**src/rtl/pwm_seq_ctrl_if.sv**
```systemverilog
// ============================================================================
// Module  : pwm_seq_ctrl_if
// Brief   : Simple register-bus bundle (chip select / ack handshake).
// Revision: 1.0 - initial release
// ============================================================================
`default_nettype none

interface pwm_seq_ctrl_if;
  logic        cs;
  logic        wr;
  logic [4:0]  addr;
  logic [31:0] wdata;
  logic [3:0]  be;
  logic [31:0] rdata;
  logic        ack;

  modport master (output cs, wr, addr, wdata, be, input rdata, ack);
  modport slave  (input cs, wr, addr, wdata, be, output rdata, ack);
endinterface

`default_nettype wire

```
**src/rtl/pwm_seq_ctrl.sv**
```systemverilog
// ============================================================================
// Module  : pwm_seq_ctrl
// Brief   : PWM duty-table sequencer sharing the PWM register bus with the host.
// Revision: 1.0 - initial release
// ============================================================================
`default_nettype none

module pwm_seq_ctrl #(
  parameter int         TBL_DEPTH   = 8,
  parameter logic [1:0] DUTY_OFFSET = 2'b01
) (
  input  logic                 mclk,
  input  logic                 h_reset_n,
  pwm_seq_ctrl_if.slave        h_bus,
  pwm_seq_ctrl_if.master       m_bus,
  input  logic                 cfg_seq_enb,
  input  logic [1:0]           cfg_seq_chan,
  input  logic [2:0]           cfg_seq_len,
  input  logic                 cfg_seq_loop,
  input  logic                 tbl_we,
  input  logic [2:0]           tbl_waddr,
  input  logic [31:0]          tbl_wdata,
  input  logic [5:0]           pwm_ovflow,
  output logic [2:0]           seq_idx,
  output logic                 seq_busy,
  output logic                 seq_done,
  output logic                 seq_miss
);

  typedef enum logic [1:0] {
    ST_IDLE = 2'd0,
    ST_HOST = 2'd1,
    ST_SEQ  = 2'd2
  } state_t;

  state_t      state_q, state_d;
  logic        pend_q, pend_d;
  logic        yield_q, yield_d;
  logic [2:0]  seq_idx_q, seq_idx_d;
  logic        seq_busy_q, seq_busy_d;
  logic        seq_done_q, seq_done_d;
  logic        seq_miss_q, seq_miss_d;
  logic [5:0]  ovf_prev_q;
  logic        enb_prev_q;
  logic [31:0] seq_wdata_q, seq_wdata_d;
  logic [4:0]  seq_addr_q, seq_addr_d;
  logic [2:0]  seq_len_q, seq_len_d;
  logic [31:0] tbl_q [TBL_DEPTH];

  logic enb_rise;
  logic ovf_evt;
  logic seq_ack;
  logic at_end;

  always_comb begin
    enb_rise = cfg_seq_enb & ~enb_prev_q;
    ovf_evt  = seq_busy_q & (cfg_seq_chan != 2'd3) &
               pwm_ovflow[cfg_seq_chan] & ~ovf_prev_q[cfg_seq_chan];
    seq_ack  = (state_q == ST_SEQ) & m_bus.ack;
    // A shortened length (len below the current index) is treated as the end.
    at_end   = (seq_idx_q >= seq_len_q);

    state_d    = state_q;
    pend_d     = pend_q;
    yield_d    = yield_q & pend_q;
    seq_idx_d  = seq_idx_q;
    seq_busy_d = seq_busy_q;
    seq_done_d = 1'b0;
    seq_miss_d = 1'b0;
    seq_wdata_d = seq_wdata_q;
    seq_addr_d  = seq_addr_q;
    seq_len_d   = seq_len_q;

    case (state_q)
      ST_IDLE: begin
        // After a host cycle that overlapped a pending update, the sequencer goes first.
        if (h_bus.cs && !(yield_q && pend_q)) begin
          state_d = ST_HOST;
        end else if (pend_q) begin
          state_d     = ST_SEQ;
          yield_d     = 1'b0;
          seq_wdata_d = tbl_q[seq_idx_q];
          seq_addr_d  = {({1'b0, cfg_seq_chan} + 3'd1), DUTY_OFFSET};
          seq_len_d   = cfg_seq_len;
        end
      end
      ST_HOST: begin
        if (m_bus.ack) begin
          state_d = ST_IDLE;
          yield_d = pend_q;
        end
      end
      ST_SEQ: begin
        if (m_bus.ack) begin
          state_d = ST_IDLE;
        end
      end
      default: state_d = ST_IDLE;
    endcase

    if (seq_ack) begin
      pend_d = 1'b0;
    end
    if (ovf_evt) begin
      seq_miss_d = pend_q & ~seq_ack;
      pend_d     = 1'b1;
    end

    if (seq_ack && seq_busy_q && cfg_seq_enb) begin
      if (!at_end) begin
        seq_idx_d = seq_idx_q + 3'd1;
      end else if (cfg_seq_loop) begin
        seq_idx_d = 3'd0;
      end else begin
        seq_done_d = 1'b1;
        seq_busy_d = 1'b0;
      end
    end

    if (!cfg_seq_enb) begin
      seq_busy_d = 1'b0;
      pend_d     = 1'b0;
    end else if (enb_rise && (cfg_seq_chan != 2'd3)) begin
      seq_busy_d = 1'b1;
      seq_idx_d  = 3'd0;
      pend_d     = 1'b0;
    end
  end

  always_ff @(posedge mclk or negedge h_reset_n) begin
    if (!h_reset_n) begin
      state_q     <= ST_IDLE;
      pend_q      <= 1'b0;
      yield_q     <= 1'b0;
      seq_idx_q   <= 3'd0;
      seq_busy_q  <= 1'b0;
      seq_done_q  <= 1'b0;
      seq_miss_q  <= 1'b0;
      ovf_prev_q  <= 6'd0;
      enb_prev_q  <= 1'b0;
      seq_wdata_q <= 32'd0;
      seq_addr_q  <= 5'd0;
      seq_len_q   <= 3'd0;
    end else begin
      state_q     <= state_d;
      pend_q      <= pend_d;
      yield_q     <= yield_d;
      seq_idx_q   <= seq_idx_d;
      seq_busy_q  <= seq_busy_d;
      seq_done_q  <= seq_done_d;
      seq_miss_q  <= seq_miss_d;
      ovf_prev_q  <= pwm_ovflow;
      enb_prev_q  <= cfg_seq_enb;
      seq_wdata_q <= seq_wdata_d;
      seq_addr_q  <= seq_addr_d;
      seq_len_q   <= seq_len_d;
    end
  end

  always_ff @(posedge mclk or negedge h_reset_n) begin
    if (!h_reset_n) begin
      for (int i = 0; i < TBL_DEPTH; i++) begin
        tbl_q[i] <= 32'd0;
      end
    end else if (tbl_we) begin
      tbl_q[tbl_waddr] <= tbl_wdata;
    end
  end

  always_comb begin
    m_bus.cs    = 1'b0;
    m_bus.wr    = 1'b0;
    m_bus.addr  = 5'd0;
    m_bus.wdata = 32'd0;
    m_bus.be    = 4'd0;
    h_bus.rdata = 32'd0;
    h_bus.ack   = 1'b0;
    case (state_q)
      ST_HOST: begin
        m_bus.cs    = h_bus.cs;
        m_bus.wr    = h_bus.wr;
        m_bus.addr  = h_bus.addr;
        m_bus.wdata = h_bus.wdata;
        m_bus.be    = h_bus.be;
        h_bus.rdata = m_bus.rdata;
        h_bus.ack   = m_bus.ack;
      end
      ST_SEQ: begin
        m_bus.cs    = 1'b1;
        m_bus.wr    = 1'b1;
        m_bus.addr  = seq_addr_q;
        m_bus.wdata = seq_wdata_q;
        m_bus.be    = 4'hF;
      end
      default: ;
    endcase
  end

  assign seq_idx  = seq_idx_q;
  assign seq_busy = seq_busy_q;
  assign seq_done = seq_done_q;
  assign seq_miss = seq_miss_q;

endmodule

`default_nettype wire

```
**src/flat_wrapper.sv**
```systemverilog
// flat-port wrapper written by rule: the top's interface ports become plain ports
module pwm_seq_ctrl_flat 
#(
  parameter int         TBL_DEPTH   = 8,
  parameter logic [1:0] DUTY_OFFSET = 2'b01
)
  (mclk, h_reset_n, cfg_seq_enb, cfg_seq_chan, cfg_seq_len, cfg_seq_loop, tbl_we, tbl_waddr, tbl_wdata, pwm_ovflow, seq_idx, seq_busy, seq_done, seq_miss, h_bus_cs, h_bus_wr, h_bus_addr, h_bus_wdata, h_bus_be, h_bus_rdata, h_bus_ack, m_bus_cs, m_bus_wr, m_bus_addr, m_bus_wdata, m_bus_be, m_bus_rdata, m_bus_ack);
  pwm_seq_ctrl_if h_bus_i ();
  pwm_seq_ctrl_if m_bus_i ();
  input  logic mclk;
  input  logic h_reset_n;
  input  logic cfg_seq_enb;
  input  logic [1:0] cfg_seq_chan;
  input  logic [2:0] cfg_seq_len;
  input  logic cfg_seq_loop;
  input  logic tbl_we;
  input  logic [2:0] tbl_waddr;
  input  logic [31:0] tbl_wdata;
  input  logic [5:0] pwm_ovflow;
  output logic [2:0] seq_idx;
  output logic seq_busy;
  output logic seq_done;
  output logic seq_miss;
  input wire logic [$bits(h_bus_i.cs)-1:0] h_bus_cs;
  input wire logic [$bits(h_bus_i.wr)-1:0] h_bus_wr;
  input wire logic [$bits(h_bus_i.addr)-1:0] h_bus_addr;
  input wire logic [$bits(h_bus_i.wdata)-1:0] h_bus_wdata;
  input wire logic [$bits(h_bus_i.be)-1:0] h_bus_be;
  output wire logic [$bits(h_bus_i.rdata)-1:0] h_bus_rdata;
  output wire logic [$bits(h_bus_i.ack)-1:0] h_bus_ack;
  output wire logic [$bits(m_bus_i.cs)-1:0] m_bus_cs;
  output wire logic [$bits(m_bus_i.wr)-1:0] m_bus_wr;
  output wire logic [$bits(m_bus_i.addr)-1:0] m_bus_addr;
  output wire logic [$bits(m_bus_i.wdata)-1:0] m_bus_wdata;
  output wire logic [$bits(m_bus_i.be)-1:0] m_bus_be;
  input wire logic [$bits(m_bus_i.rdata)-1:0] m_bus_rdata;
  input wire logic [$bits(m_bus_i.ack)-1:0] m_bus_ack;
  assign h_bus_i.cs = h_bus_cs;
  assign h_bus_i.wr = h_bus_wr;
  assign h_bus_i.addr = h_bus_addr;
  assign h_bus_i.wdata = h_bus_wdata;
  assign h_bus_i.be = h_bus_be;
  assign h_bus_rdata = h_bus_i.rdata;
  assign h_bus_ack = h_bus_i.ack;
  assign m_bus_cs = m_bus_i.cs;
  assign m_bus_wr = m_bus_i.wr;
  assign m_bus_addr = m_bus_i.addr;
  assign m_bus_wdata = m_bus_i.wdata;
  assign m_bus_be = m_bus_i.be;
  assign m_bus_i.rdata = m_bus_rdata;
  assign m_bus_i.ack = m_bus_ack;
  pwm_seq_ctrl #(.TBL_DEPTH(TBL_DEPTH), .DUTY_OFFSET(DUTY_OFFSET)) u_core (.mclk(mclk), .h_reset_n(h_reset_n), .h_bus(h_bus_i), .m_bus(m_bus_i), .cfg_seq_enb(cfg_seq_enb), .cfg_seq_chan(cfg_seq_chan), .cfg_seq_len(cfg_seq_len), .cfg_seq_loop(cfg_seq_loop), .tbl_we(tbl_we), .tbl_waddr(tbl_waddr), .tbl_wdata(tbl_wdata), .pwm_ovflow(pwm_ovflow), .seq_idx(seq_idx), .seq_busy(seq_busy), .seq_done(seq_done), .seq_miss(seq_miss));
endmodule
```
**config.mk**
```make
export PLATFORM = sky130hd
export DESIGN_NAME = pwm_seq_ctrl_flat
export DESIGN_NICKNAME = d
export VERILOG_FILES = /design/src/rtl/pwm_seq_ctrl_if.sv /design/src/rtl/pwm_seq_ctrl.sv /design/src/flat_wrapper.sv
export SDC_FILE = /design/constraint.sdc
export NUM_CORES = 1
export LEC_CHECK = 0
export CORE_MARGIN = 2
export CORE_UTILIZATION = 55
export DETAILED_ROUTE_END_ITERATION = 7
export PLACE_DENSITY = 0.79
export SETUP_SLACK_MARGIN = 0.15
export SLEW_MARGIN = 40
export SYNTH_ARGS = -nofsm -noshare
export SYNTH_HDL_FRONTEND = slang
export SYNTH_SLANG_ARGS = --single-unit
```
**constraint.sdc**
```tcl
create_clock -name mclk -period 2.48 [get_ports mclk]
set_input_delay 0.496 -clock mclk [delete_from_list [all_inputs] [get_ports mclk]]
set_output_delay 0.496 -clock mclk [all_outputs]
set_load 0.1 [all_outputs]
```
==> run_results.csv <==
group,metric,value,unit
outcome,status,"finished, violations left",
outcome,violations,"negative setup slack",
synth,synth_top_cell_by_area,"dfrtp_1",
detailed_routing,post_drt_via_cell_ratio,5.97,
grt,grtUsageMet3,0.0527,
synth,synth_edf_count,0,
timing,fmax,396,MHz
critical_path,cp_data_arrival_time,2.03,ns
grt,antenna_found_initial,4,
clock_network,cts_made_buffers,31,
detailed_routing,wire_per_inst,24.2,um
final_layout,fillers,1457,
synth,seq_area_frac_synth,0.538,
grt,busiest_layer,"met2",
worst_hold_path,hold_path.class,"input port to flip-flop",
die,die_area,0.0275,mm^2
place,place_congestion,0.809,
power,cellLeakagePower,0.00822,uW
synth,avgSynthCellArea,14.6,um^2
timing,relSlewSlack,0.610,
place,dp_cells,1494,
power,power.total,20800,uW
timing,period_minus_slack,2.52,ns
timing,finalCritPeriodShare,1.02,
timing,setup_violations,34,
final_layout,layout.cells.non_filler,1577,
synth,syn_area,0.0144,mm^2
power,vdd_drop_max,1.09,mV
grt,grt_pass1_wl,59700,um
synth,yosys.area.top_type_share,0.538,
detailed_routing,drc_errors,0,
die,core_area,0.0259,mm^2
clock_network,clkSinkCount,310,
timing,maxSlewViolCount,0,
timing,rsz0062_at_grt,"yes",
die,io_pins,209,
synth,yosysWarnings,0,
place,dp_hpwl,22000,um
final_layout,synthToLayoutAreaGrowth,38.4,%
final_layout,nets,1349,
grt,gr-total-overflow,0,
timing,setup_slack,-0.0436,ns
power,powerDensity,1040,mW/mm^2
detailed_routing,drtIter0Drc,642,
clock_network,clockBufferDepth,3,
detailed_routing,drt_wl_total,38100,um
grt,grt_max_degree,74,
detailed_routing,vias,9411,
synth,synth_fp_nets,1126,
final_layout,drive_gt1_frac,0.518,
die,die_h,166,um
critical_path,crit_type,"flip-flop to output pin",
clock_network,insertion_delay,0.55,ns
timing,clock_skew,0.00789,ns
synth,synth.distinct_cells,40,
synth,ys_top_cells_by_area,"dfrtp_1 (54%), mux2_2 (20%), mux4_2 (10%), mux2i_1 (2.2%), nor2b_1 (1.9%)",
clock_network,cts-root-buf,"clkbuf_16",
clock_network,cts.clk_slew.worst_paths,0.06,ns
place,dp_slack,0.197,ns
grt,gr-usage-met1,0.371,
timing,tightest_slew,0.585,ns
die,die_w,166,um
timing,hold_viol,0,
die,rows,59,
critical_path,path_max_fanout,5,
grt,grt_pass1_vias,10300,
die,initial_core_util,0.557,
synth,synthArstFlopShare,1.00,
critical_path,worst_setup_path_start_kind,"flip-flop",
clock_network,cts_max_level,1,
job,maxCapViolations,0,
detailed_routing,first_pass_iters,4,
synth,ys_ff_latch,310,
synth,synth_ff_type,"dfrtp_1",
critical_path,worstPathRequired,1.98,ns
grt,grt_usage,0.277,
place,portBuffers,206,
detailed_routing,ant_nets,0,
critical_path,crit_path_end_kind,"output pin",
clock_network,cts_tree,"built",
grt,use_met2,0.465,
synth,netlist_instances,991,
## placed cells by master (no fill, tap or decap), drive strengths merged, types with 2 or more instances in the layout
master,instances
nor3b,2
nand2,40
mux4,64
clkinv,10
clkdlybuf4s50,123
o21ai,38
nand3,3
a22oi,36
nor3,3
nand4,2
nor2b,44
and2,34
mux2,260
nor2,3
nand2b,9
clkbuf,44
diode,4
a22o,3
dfrtp,310
a21oi,9
and3,2
mux2i,32
buf,131
bufinv,5
inv,9
nand4b,4
ha,8
## final cells by class
class,count,area [um^2],area share
Antenna cell,4,10.0,0.000501
Sequential cell,310,7760,0.389
Inverter,7,26.3,0.00132
Clock buffer,40,840,0.0421
Multi-Input combinational cell,605,6900,0.345
Clock inverter,17,218,0.0109
Timing Repair Buffer,259,3790,0.190
Tap cell,335,419,0.0210
## path summary, 6_finish.rpt
check	start	endpoint	slack (ns)	cells past startpoint
setup / recovery	u_core.state_q[0]	m_bus_wdata[0]	-0.04	6
hold / removal	pwm_ovflow[1]	u_core.ovf_prev_q[1]	0.43	1
setup reg to reg	u_core.state_q[0]	u_core.state_q[0]	0.51	8
hold reg to reg	u_core.tbl_q[194]	u_core.tbl_q[194]	0.49	1
max in group asynchronous	h_reset_n	u_core.seq_wdata_q[11]	1.24	3
min in group asynchronous	h_reset_n	u_core.tbl_q[86]	0.49	2
## routing by layer
metal / up-vias / part of all wire
li1: 4093 / -
met1: 4938 / 0.41
met2: 317 / 0.50
met3: 61 / 0.064
met5: - / 0.00034
met4: 2 / 0.028
## state kept, by name, summed over array words and instances (netlist names)
| register | count |
|---|---|
| u_core.tbl_q | 256 |
| u_core.seq_wdata_q | 32 |
| u_core.ovf_prev_q | 4 |
| u_core.seq_addr_q | 4 |
| u_core.seq_idx | 3 |
| u_core.seq_len_q | 3 |
| u_core.state_q | 2 |
| u_core.enb_prev_q | 1 |
| u_core.pend_q | 1 |
| u_core.seq_busy | 1 |
| u_core.seq_done | 1 |
| u_core.seq_miss | 1 |
| u_core.yield_q | 1 |
## power breakdown
part           switching [uW]  internal [uW]
Sequential                694           6230
Clock                    1920           2900
Combinational            4810           4270
Total                    7430          13400
## logic make-up (layout without fill, tap and decap cells)
| group | after synthesis | after routing | synth area share |
|---|---|---|---|
| other cells | 0 | 4 | 0 |
| flops | 310 | 310 | 0.538 |
| compound gates | 95 | 95 | 0.0418 |
| buf+inv | 76 | 323 | 0.0291 |
| simple gates | 146 | 146 | 0.0593 |
| fa+ha+maj | 8 | 8 | 0.00694 |
| mux | 356 | 356 | 0.325 |
## stage by stage
step | utilization | instance area (um^2) | hold slack (ns) | TNS [ns]
after CTS | 0.765 | 19800 | 0.417 | -0.0820
after global placement | 0.700 | 18100 | 0.453 | 0
final | 0.771 | 20000 | 0.429 | -0.598
after global routing | 0.771 | 20000 | 0.418 | -2.28
after floorplan | - | 14800 | 0.200 | 0
after detailed placement | 0.700 | 18100 | 0.456 | 0
## what timing repair did
| action | 4_1_cts | 5_1_grt |
|---|---|---|
| setup buffers | 8 | 0 |
| hold buffers | 1 | 0 |
| endpoints found under the setup margin | 76 | 76 |
| hold endpoints to repair | 66 | 0 |
| pin swaps | 11 | 3 |
| gates resized for setup | 83 | 16 |
| cloned | 9 | 4 |
## cell usage after synthesis, types with 2 or more instances
cell type / n
ha_1: 8
nor2b_1: 44
dfrtp_1: 310
inv_1: 7
o21ai_1: 32
and3_1: 2
a21oi_1: 9
buf_6: 9
a22oi_1: 36
o21ai_0: 6
nand3_1: 2
nand4b_1: 4
nand2b_1: 8
clkbuf_1: 24
and2_1: 34
nor2_1: 3
mux2_2: 259
mux2i_1: 32
nand4_1: 2
a22o_1: 3
nand2_1: 40
buf_2: 26
nor3_2: 2
buf_4: 9
mux4_2: 64
nor3b_4: 2
## worst max-delay path, stage by stage (launching register included)
cell	delay (ns)
dfrtp_1	0.42
inv_2	0.09
ha_4	0.31
buf_12	0.14
clkbuf_16	0.15
nor2b_4	0.17
buf_12	0.18
Power figures use the tool's default switching activity.
